$ cat src/rtl/station_array.sv
// Reservation-station pool: DEPTH entries, each with its own iop micro-step FSM.
// The oldest ready entry (by allocation order) is offered to the scheduler every cycle.
module station_array #(
    parameter int unsigned DEPTH  = 4,
    parameter int unsigned IOP_W  = 32,
    parameter int unsigned DATA_W = 16,
    localparam int unsigned TAG_W = $clog2(DEPTH)
) (
    input  logic              clk,
    input  logic              a_rst,
    input  logic              id_feed,
    input  logic [IOP_W-1:0]  id_iop,
    input  logic [2:0]        id_iop_init,
    input  logic [DATA_W-1:0] id_pc,
    input  logic [DATA_W-1:0] id_k16,
    output logic              id_ready,
    output logic [TAG_W-1:0]  id_tag,
    input  logic              lsu_wb,
    input  logic [TAG_W-1:0]  lsu_tag,
    input  logic [DATA_W-1:0] lsu_data,
    output logic              r_valid,
    output logic [TAG_W-1:0]  r_tag,
    output logic [2:0]        r_state,
    output logic [IOP_W-1:0]  r_iop,
    output logic [DATA_W-1:0] r_pc,
    output logic [DATA_W-1:0] r_k16,
    output logic              r_ld_mem,
    output logic              r_st_mem,
    output logic              r_will_complete,
    input  logic              sched_ack,
    output logic [TAG_W:0]    occupancy
);

    localparam int unsigned OCC_W = TAG_W + 1;

    typedef enum logic [2:0] {
        FREE   = 3'b000,
        WAIT_1 = 3'b001,
        WAIT_2 = 3'b010,
        WAIT_3 = 3'b011,
        LOAD_0 = 3'b100,
        LOAD_1 = 3'b101,
        ALU    = 3'b110,
        STORE  = 3'b111
    } state_t;

    state_t            st_q   [DEPTH];
    logic [IOP_W-1:0]  iop_q  [DEPTH];
    logic [DATA_W-1:0] pc_q   [DEPTH];
    logic [DATA_W-1:0] k16_q  [DEPTH];
    // older_q[i][j] set means entry i was allocated before entry j
    logic [DEPTH-1:0]  older_q [DEPTH];

    logic [DEPTH-1:0]  sel;
    logic [DEPTH-1:0]  ack_v;
    logic [DEPTH-1:0]  wb_hit;
    logic              alloc;

    // Free-slot search and occupancy, from registered state only
    always_comb begin
        id_ready  = 1'b0;
        id_tag    = '0;
        occupancy = '0;
        for (int i = int'(DEPTH) - 1; i >= 0; i--) begin
            if (st_q[i] == FREE) begin
                id_ready = 1'b1;
                id_tag   = TAG_W'(i);
            end else begin
                occupancy = occupancy + OCC_W'(1);
            end
        end
    end

    assign alloc = id_feed & id_ready;

    // Oldest-ready select and offered-entry fields
    always_comb begin
        logic [2:0] st;
        sel             = '0;
        r_valid         = 1'b0;
        r_tag           = '0;
        r_state         = '0;
        r_iop           = '0;
        r_pc            = '0;
        r_k16           = '0;
        st              = '0;
        for (int i = 0; i < int'(DEPTH); i++) begin
            sel[i] = st_q[i][2];
            for (int j = 0; j < int'(DEPTH); j++) begin
                if (st_q[j][2] && older_q[j][i]) sel[i] = 1'b0;
            end
        end
        for (int i = 0; i < int'(DEPTH); i++) begin
            if (sel[i]) begin
                r_valid = 1'b1;
                r_tag   = TAG_W'(i);
                st      = st_q[i];
                r_iop   = iop_q[i];
                r_pc    = pc_q[i];
                r_k16   = k16_q[i];
            end
        end
        r_state         = st;
        r_ld_mem        = r_valid && (st[2:1] == 2'b10);
        r_st_mem        = r_valid && (st == STORE);
        r_will_complete = r_valid && ((st == STORE) ||
                                      (st == LOAD_1 && r_iop[28]) ||
                                      (st == ALU && !r_iop[23]));
    end

    always_comb begin
        for (int i = 0; i < int'(DEPTH); i++) begin
            ack_v[i]  = sched_ack && sel[i];
            wb_hit[i] = lsu_wb && (lsu_tag == TAG_W'(i)) && (st_q[i] != FREE);
        end
    end

    // Per-entry micro-step FSMs, payload and age matrix
    always_ff @(posedge clk) begin
        if (a_rst) begin
            for (int i = 0; i < int'(DEPTH); i++) begin
                st_q[i]    <= FREE;
                iop_q[i]   <= '0;
                pc_q[i]    <= '0;
                k16_q[i]   <= '0;
                older_q[i] <= '0;
            end
        end else begin
            for (int i = 0; i < int'(DEPTH); i++) begin
                case (st_q[i])
                    FREE:    if (alloc && id_tag == TAG_W'(i)) st_q[i] <= state_t'(id_iop_init);
                    WAIT_1:  if (wb_hit[i]) st_q[i] <= LOAD_1;
                    WAIT_2:  if (wb_hit[i]) st_q[i] <= ALU;
                    WAIT_3:  st_q[i] <= STORE;
                    LOAD_0:  if (ack_v[i]) st_q[i] <= WAIT_1;
                    LOAD_1:  if (ack_v[i]) st_q[i] <= iop_q[i][28] ? FREE : WAIT_2;
                    ALU:     if (ack_v[i]) st_q[i] <= iop_q[i][23] ? STORE : FREE;
                    STORE:   if (ack_v[i]) st_q[i] <= FREE;
                    default: st_q[i] <= FREE;
                endcase

                if (alloc && id_tag == TAG_W'(i)) begin
                    iop_q[i] <= id_iop;
                    pc_q[i]  <= id_pc;
                    k16_q[i] <= id_k16;
                end else if (wb_hit[i]) begin
                    k16_q[i] <= lsu_data;
                end

                // New entry is younger than everyone: clear its row, set its column
                for (int j = 0; j < int'(DEPTH); j++) begin
                    if (alloc) begin
                        if (id_tag == TAG_W'(i))      older_q[i][j] <= 1'b0;
                        else if (id_tag == TAG_W'(j)) older_q[i][j] <= 1'b1;
                    end
                end
            end
        end
    end

endmodule
$ cat config.mk
export PLATFORM = sky130hd
export DESIGN_NAME = station_array
export DESIGN_NICKNAME = d
export VERILOG_FILES = /design/src/rtl/station_array.sv
export SDC_FILE = /design/constraint.sdc
export NUM_CORES = 1
export LEC_CHECK = 0
export ABC_AREA = 0
export CORE_MARGIN = 4
export CORE_UTILIZATION = 37
export CTS_CLUSTER_SIZE = 14
export DETAILED_ROUTE_END_ITERATION = 8
export PLACE_DENSITY = 0.59
export SYNTH_ARGS = -nofsm -noshare
export SYNTH_HDL_FRONTEND = slang
export SYNTH_SLANG_ARGS = --single-unit
$ cat constraint.sdc
create_clock -name clk -period 4.2 [get_ports clk]
set_input_delay 0.84 -clock clk [delete_from_list [all_inputs] [get_ports clk]]
set_output_delay 0.84 -clock clk [all_outputs]
set_load 0.03 [all_outputs]
==> results of run 1 <==
==> repair_timing <==
item | CTS | global route
endpoints found under the hold margin | 0 | 0
resized for setup | 15 | 33
setup buffers | 5 | 6
hold buffers | 0 | 0
endpoints found under the setup margin | 47 | 44
==> cells by family after synthesis <==
family,after synthesis,share of synthesized area
buffers and inverters,101,0.03483
adders and majority gates,6,0.005401
AOI/OAI and AO/OA,281,0.1534
and+or+nand+nor,450,0.1773
muxes,1,0.0007450
DFF,280,0.6258
xor gates and xnor gates,4,0.002607
==> worst reg2reg max path, stage by stage, from the launching register on <==
cell      delay (ns)
edfxtp_1        0.50
nor3_2          0.34
inv_1           0.18
ha_1            0.29
or4_1           0.80
o311ai_0        0.80
==> routing by layer <==
metal	up-vias	GRT usage	part of all wire	routed length, um
li1	4507	-	-	-
met1	4823	0.2478	0.42	15920
met2	327	0.3259	0.50	18790
met3	53	0.02862	0.062	2329
met4	2	0.04255	0.019	699
met5	-	0	0.00034	13
==> state kept, by name, summed over array words and instances (netlist names) <==
register  flops
iop_q       128
k16_q        64
older_q      12
pc_q         64
st_q         12
==> worst paths after layout <==
check | startpoint | to | slack [ns] | depth (start not counted)
worst max-delay path | st_q[3][2] | r_iop[23] | 0.12 | 7
worst min-delay path | iop_q[0][23] | st_q[0][2] | 0.67 | 2
worst max register to register | st_q[3][1] | st_q[3][2] | 0.92 | 5
worst min register to register | iop_q[0][23] | st_q[0][2] | 0.67 | 2
==> cell type report <==
type,count,share of cell area
Timing Repair Buffer,212,0.1309
Inverter,15,0.003343
Clock buffer,39,0.04784
Sequential cell,280,0.4992
Tap cell,461,0.03425
Clock inverter,18,0.008840
Multi-Input combinational cell,742,0.2756
==> Yosys cell counts, types with 4 or more instances <==
library cell / n
a21oi_1: 80
nor2b_1: 6
ha_1: 5
buf_4: 4
xnor2_1: 4
nor3_1: 9
and3_1: 4
or3_1: 5
nand2_1: 105
a31oi_1: 4
nand3_1: 10
nand2b_1: 8
nor2_1: 83
clkbuf_1: 43
and2_1: 194
inv_1: 15
buf_6: 5
o31ai_1: 5
o211ai_1: 4
a22o_1: 66
edfxtp_1: 280
a221oi_1: 62
buf_1: 5
buf_2: 22
o21bai_1: 4
o21ai_0: 25
a221o_1: 5
clkbuf_2: 7
==> power breakdown <==
part           internal, mW  leakage [nW]  total (mW)  switching (mW)
sequential             3.35          2.94        3.45          0.0915
clock                  1.48         0.468        2.58            1.11
combinational         0.665          3.08        1.78            1.12
total                  5.50          6.48        7.81            2.32
==> impl_metrics.toml, run 1 <==
[outcome]
status = "complete, no violations"

[job]
drv_cap = 0

[sta]
timing.fmax_mhz = 244.9
hold_viol = 0
finalSetupViolations = 0
fin_crit_ns = 4.083
finalClockSkew_ns = 0.008818
setup_ws_ns = 0.1171
hold_ws_ns = 0.6682
finalCritPeriodShare = 0.9721
slew_viol_final = 0
grt_setup_unrepaired = "no"
tns_ns = 0
worst_pin_slew_ns = 0.9276
relSlewSlack = 0.3809

[route]
drc = 0
num_vias = 9712
first_pass_iters = 5
drt_iter0_markers = 689
routed_via_density = 5.496
wl_mm = 37.75
wl_per_cell_um = 21.37
ant_nets = 0

[synth]
avgSynthCellArea_um2 = 11.96
synthTopCellsByArea = "edfxtp_1, and2_1, a22o_1, a221oi_1, a21oi_1"
ys_types = 65
yosysSeqAreaShare = 0.6258
synthCells = 1123
syn-cell-area_mm2 = 0.01344
synthFlopType = "edfxtp_1"
synth_top_cell_by_area = "edfxtp_1"
yosysTopAreaCellShare = 0.6258
yosysWarnings = 0
synth_nets = 1218
synthArstFlopShare = 0
synth_edf_count = 280
ys_seq_elements = 280

[pwr]
p_total_mw = 7.813
p_leak_nw = 6.480
powerDensity_mw_per_mm2 = 463.9
peakVddDrop_v = 0.0003565

[floorplanning]
num_rows = 69
dieArea_mm2 = 0.03943
core-area_mm2 = 0.03566
initial_core_util = 0.3768
die_w_um = 198.6
io_pins = 169
die_y_um = 198.6

[placement]
dp.cells = 1699
place_congestion = 0.8268
pre_cts_slack_ns = 0.4260
hpwl_mm = 22.56
port_buffers = 168
dpl_cell_area_mm2 = 0.01571

[clock_network]
cts_tree = "done"
h-tree-depth = 1
cts-root-buf = "clkbuf_16"
cts.reportedPaths.clkPinSlew_ns = 0.06
numCtsBuffers = 31
clk_path_buf_depth = 3
insertion_delay_ns = 0.57
clock_sinks = 280

[final_layout]
seq_area_mm2 = 0.008408
layout_commonest_cell = "edfxtp_1"
final.fill_count = 3270
final_cells = 1767
antenna_cells = 0
multiInputGateArea_mm2 = 0.004642
drive_above_1_share = 0.09112
fin_area_mm2 = 0.01684
fin_nets = 1377
postLayoutCoreUtil = 0.4724
areaGrowthSynthToFinish_pct = 25.35
final_cell_mix = "edfxtp_1, and2_1, clkdlybuf4s50_1"

[global_routing]
grt.total_usage = 0.1870
grt_first_pass_wirelength_mm = 57.61
grt_overflow_total = 0
grt_max_degree = 66
grt_antenna_before_repair = 1
grt_pass1_vias = 9796

[critical_path]
end_kind = "output pin"
path_max_fanout = 39
crit_buf_inv = 2
start_kind = "register"
crit_arrival_ns = 3.24
crit_required_ns = 3.36
critPathTopFamily = "compound AO/OA/AOI/OAI gates"
cp_slowest_cell = "clkdlybuf4s50_1"
max_stage_delay_ns = 0.68
crit_type = "register to output pin"
crit_chain = "a22o_1 > a311oi_4 > buf_12 > a221o_1 > a21oi_1 > nor2_1 > clkdlybuf4s50_1"

[hold_path]
hp-class = "register to register"
(Power assumes the default switching activity.)
==> run 2, diff against run 1 <==
Settings changed: CAP_MARGIN set to 20, CORE_ASPECT_RATIO set to 0.7, CTS_CLUSTER_SIZE 14 to 10.
==> impl_metrics.toml, run 2 (same netlist as run 1, synthesis figures left out) <==
[outcome]
status = "complete, no violations"

[pwr]
p_total_mw = 7.796
p_leak_nw = 6.165
seq_power_share = 0.443
intPower_mw = 5.477
power_frac_comb = 0.231
netSwitchingFraction = 0.2974
powerDensity_mw_per_mm2 = 467.2
peakVddDrop_v = 0.0002168
pwr-share-clk = 0.327
switchingPower_mw = 2.319

[placement]
hpwl_mm = 23.96
pre_cts_slack_ns = 0.5002
port_buffers = 168
place_congestion = 0.8902

[final_layout]
fin_nets = 1382
largest_register = "iop_q"
largest_register_ff_count = 128
drive_above_1_share = 0.1106
areaGrowthSynthToFinish_pct = 24.18
final_cell_mix = "edfxtp_1, and2_1, clkdlybuf4s50_1"
layout_commonest_cell = "edfxtp_1"
reg_top3 = "iop_q x128, k16_q x64, pc_q x64"

[clock_network]
clk_path_buf_depth = 3
cts.reportedPaths.clkPinSlew_ns = 0.06
h-tree-depth = 2
numCtsBuffers = 34
cts_hold_buf = 0
insertion_delay_ns = 0.52
cts_tree = "done"
clock_sinks = 280
cts-root-buf = "clkbuf_16"

[global_routing]
grt_overflow_total = 0
grt_antenna_before_repair = 4
grt_max_degree = 52
grt.total_usage = 0.1963
grt_pass1_vias = 9683
grt_first_pass_wirelength_mm = 60.49

[route]
num_vias = 9771
drc = 0
ant_nets = 0
drt_iter0_markers = 792
wl_mm = 39.19
routed_via_density = 5.508
wl_per_cell_um = 22.09
first_pass_iters = 6

[floorplanning]
io_pins = 169
core-area_mm2 = 0.03585
die_y_um = 167.4
dieArea_mm2 = 0.03948
die_w_um = 235.8
initial_core_util = 0.3748
num_rows = 58

[sta]
worst_pin_slew_ns = 0.9778
finalSetupViolations = 0
timing.fmax_mhz = 246.4
slew_viol_final = 0
grt_setup_unrepaired = "yes"
finalCritPeriodShare = 0.9664
relSlewSlack = 0.3482
fin_crit_ns = 4.059
finalClockSkew_ns = 0.02299
hold_viol = 0
setup_ws_ns = 0.1410

[critical_path]
path_max_fanout = 7
crit_arrival_ns = 3.22
crit_required_ns = 3.36
crit_type = "register to output pin"
end_kind = "output pin"
start_kind = "register"

[job]
drv_cap = 0

[hold_path]
hp-class = "register to register"
[run 2: critical path, stage by stage (launching register included)]
cell and delay [ns]:
edfxtp_1 0.52, buf_4 0.22, a21bo_2 0.23, nor2_2 0.25, nor3_4 0.10, buf_4 0.14
nand2_1 0.05, o2bb2ai_1 0.31, and2_1 0.21, clkdlybuf4s50_1 0.66
[run 2: power groups by stage]
stage                     registers, mW  logic, mW  clock network, mW
after detailed placement           3.50       1.81                  0
after global routing               3.47       1.94               2.71
after CTS                          3.45       1.81               2.60
after floorplan                    3.47       1.03                  0
after global placement             3.50       1.81                  0
final                              3.45       1.80               2.55
[run 2: layer usage]
layer	part of all wire	GRT usage	wire length (um)
met1	0.46	0.2925	18140
met2	0.44	0.2998	17320
met3	0.078	0.04034	3076
met4	0.015	0.03930	607
met5	0.00094	0	37
[run 2: timing repair]
action / in CTS / in global routing
buffers inserted: 0 / 6
gates cloned: 0 / 1
gates resized for setup: 8 / 12
pin swaps: 0 / 1
endpoints found under the setup margin: 8 / 25
[run 2: final timing paths]
path | cells after the start | to | from | slack (ns)
setup / recovery | 9 | r_ld_mem | st_q[0][2] | 0.14
hold / removal | 2 | st_q[3][0] | st_q[3][0] | 0.77
hold reg to reg | 2 | st_q[3][0] | st_q[3][0] | 0.77
setup reg to reg | 10 | k16_q[0][0] | st_q[3][1] | 0.85
[run 2: area by class of cell]
cell class,instances,area (um^2)
fillers,3298,19160
flip-flops and latches,280,8408
repair buffers,214,2086
multi-input cells,742,4626
clock inverters,5,45.04
well taps,480,600.6
clock buffers,37,862.1
inverters,15,56.30
diodes,1,2.502
[run 2: stage by stage]
stage	std cells	util	setup TNS, ns	hold slack, ns	cell area [um^2]
CTS	1766	0.4628	0	0.7490	16590
floorplan	1123	-	0	0.5946	13440
finish	1774	0.4654	0	0.7670	16690
global placement	1724	0.4377	0	0.7270	15690
global route	1774	0.4654	-0.01724	0.8029	16690
detailed placement	1724	0.4377	0	0.7333	15690
==> run 3, diff against run 2 <==
Settings changed: PLACE_DENSITY 0.59 to unset, PLACE_DENSITY_LB_ADDON set to 0.25.
==> impl_metrics.toml, run 3 (same netlist as run 1, synthesis figures left out) <==
[outcome]
status = "complete, no violations"

[route]
routed_via_density = 5.537
drt_iter0_markers = 938
drc = 0
ant_nets = 0
wl_per_cell_um = 22.21
first_pass_iters = 5
wl_mm = 39.34
num_vias = 9806

[pwr]
p_leak_nw = 6.192
peakVddDrop_v = 0.0002472
powerDensity_mw_per_mm2 = 467.9

[job]
drv_cap = 0

[critical_path]
crit_required_ns = 3.36
ff2ff_path_depth = 6
crit_type = "register to output pin"
end_kind = "output pin"
path_max_fanout = 49
start_kind = "register"
crit_arrival_ns = 3.27

[floorplanning]
initial_core_util = 0.3748
die_w_um = 235.8
dieArea_mm2 = 0.03948
die_y_um = 167.4
core-area_mm2 = 0.03585
io_pins = 169
num_rows = 58

[final_layout]
antenna_cells = 0
final_cell_mix = "edfxtp_1, and2_1, clkdlybuf4s50_1"
postLayoutCoreUtil = 0.4690
largest_register_ff_count = 128
reg_top3 = "iop_q x128, k16_q x64, pc_q x64"
fin_nets = 1379
largest_register = "iop_q"
layout_commonest_cell = "edfxtp_1"
seq_area_mm2 = 0.008408
multiInputGateArea_mm2 = 0.004639
final.fill_count = 3266
areaGrowthSynthToFinish_pct = 25.12
drive_above_1_share = 0.08908

[clock_network]
cts.reportedPaths.clkPinSlew_ns = 0.06
h-tree-depth = 2
insertion_delay_ns = 0.52
clock_sinks = 280
cts_tree = "done"
cts-root-buf = "clkbuf_16"
cts_hold_buf = 0
numCtsBuffers = 34
clk_path_buf_depth = 3

[sta]
finalClockSkew_ns = 0.02073
hold_ws_ns = 0.7142
tns_ns = 0
finalCritPeriodShare = 0.9796
relSlewSlack = 0.3820
finalSetupViolations = 0
worst_pin_slew_ns = 0.9249
hold_viol = 0
slew_viol_final = 0
grt_setup_unrepaired = "yes"
setup_ws_ns = 0.08571
fin_crit_ns = 4.114
timing.fmax_mhz = 243.1

[global_routing]
grt.total_usage = 0.1955
grt_pass1_vias = 9866
grt_antenna_before_repair = 1
grt_first_pass_wirelength_mm = 60.51
grt_max_degree = 64
grt_overflow_total = 0

[placement]
port_buffers = 168
pre_cts_slack_ns = 0.4470
hpwl_mm = 22.82
place_congestion = 0.8585

[hold_path]
min_path_cells = 2
hp-class = "register to register"
==> run 3: cell type report <==
class	instances	area share
well taps	480	0.03572
repair buffers	210	0.1296
flip-flops and latches	280	0.5001
clock inverters	5	0.002456
inverters	15	0.003349
multi-input cells	743	0.2760
clock buffers	38	0.05276
==> run 3: worst paths after layout <==
kind	slack [ns]	endpoint	startpoint
min	0.71	st_q[0][2]	iop_q[0][23]
max	0.09	r_pc[3]	st_q[2][2]
min reg2reg	0.71	st_q[0][2]	iop_q[0][23]
max reg2reg	0.60	iop_q[3][14]	st_q[2][2]
==> run 3: timing repair <==
action	in CTS	in global routing
gates cloned	1	0
pin swaps	1	1
endpoints found under the setup margin	16	55
resized for setup	9	10
setup buffers	1	4
==> run 3: layer usage <==
layer,share of wire,up-vias,GRT usage
met2,0.47,367,0.3152
met3,0.068,40,0.03392
met4,0.012,2,0.03368
met1,0.45,4897,0.2836
met5,0.00020,-,0
li1,-,4500,-
==> run 3: critical path, cell delays in order (launching register included) <==
cell and delay (ns):
edfxtp_1 0.53, a22o_1 0.34, a311oi_4 0.46, buf_12 0.34, a221oi_1 0.13, a21oi_1 0.22, clkdlybuf4s50_1 0.71
==> run 3: report_power, final <==
part	switching [mW]	internal [mW]	total [mW]
sequential	0.0890	3.36	3.45
clock	1.09	1.49	2.58
combinational	1.15	0.689	1.84
==> run 3: through the flow <==
step	instances	power [mW]	cell area, um^2
after floorplan	1123	4.492	13440
after global placement	1722	5.330	15810
after detailed placement	1722	5.346	15810
after CTS	1767	7.935	16760
after global routing	1771	8.190	16810
final	1771	7.866	16810
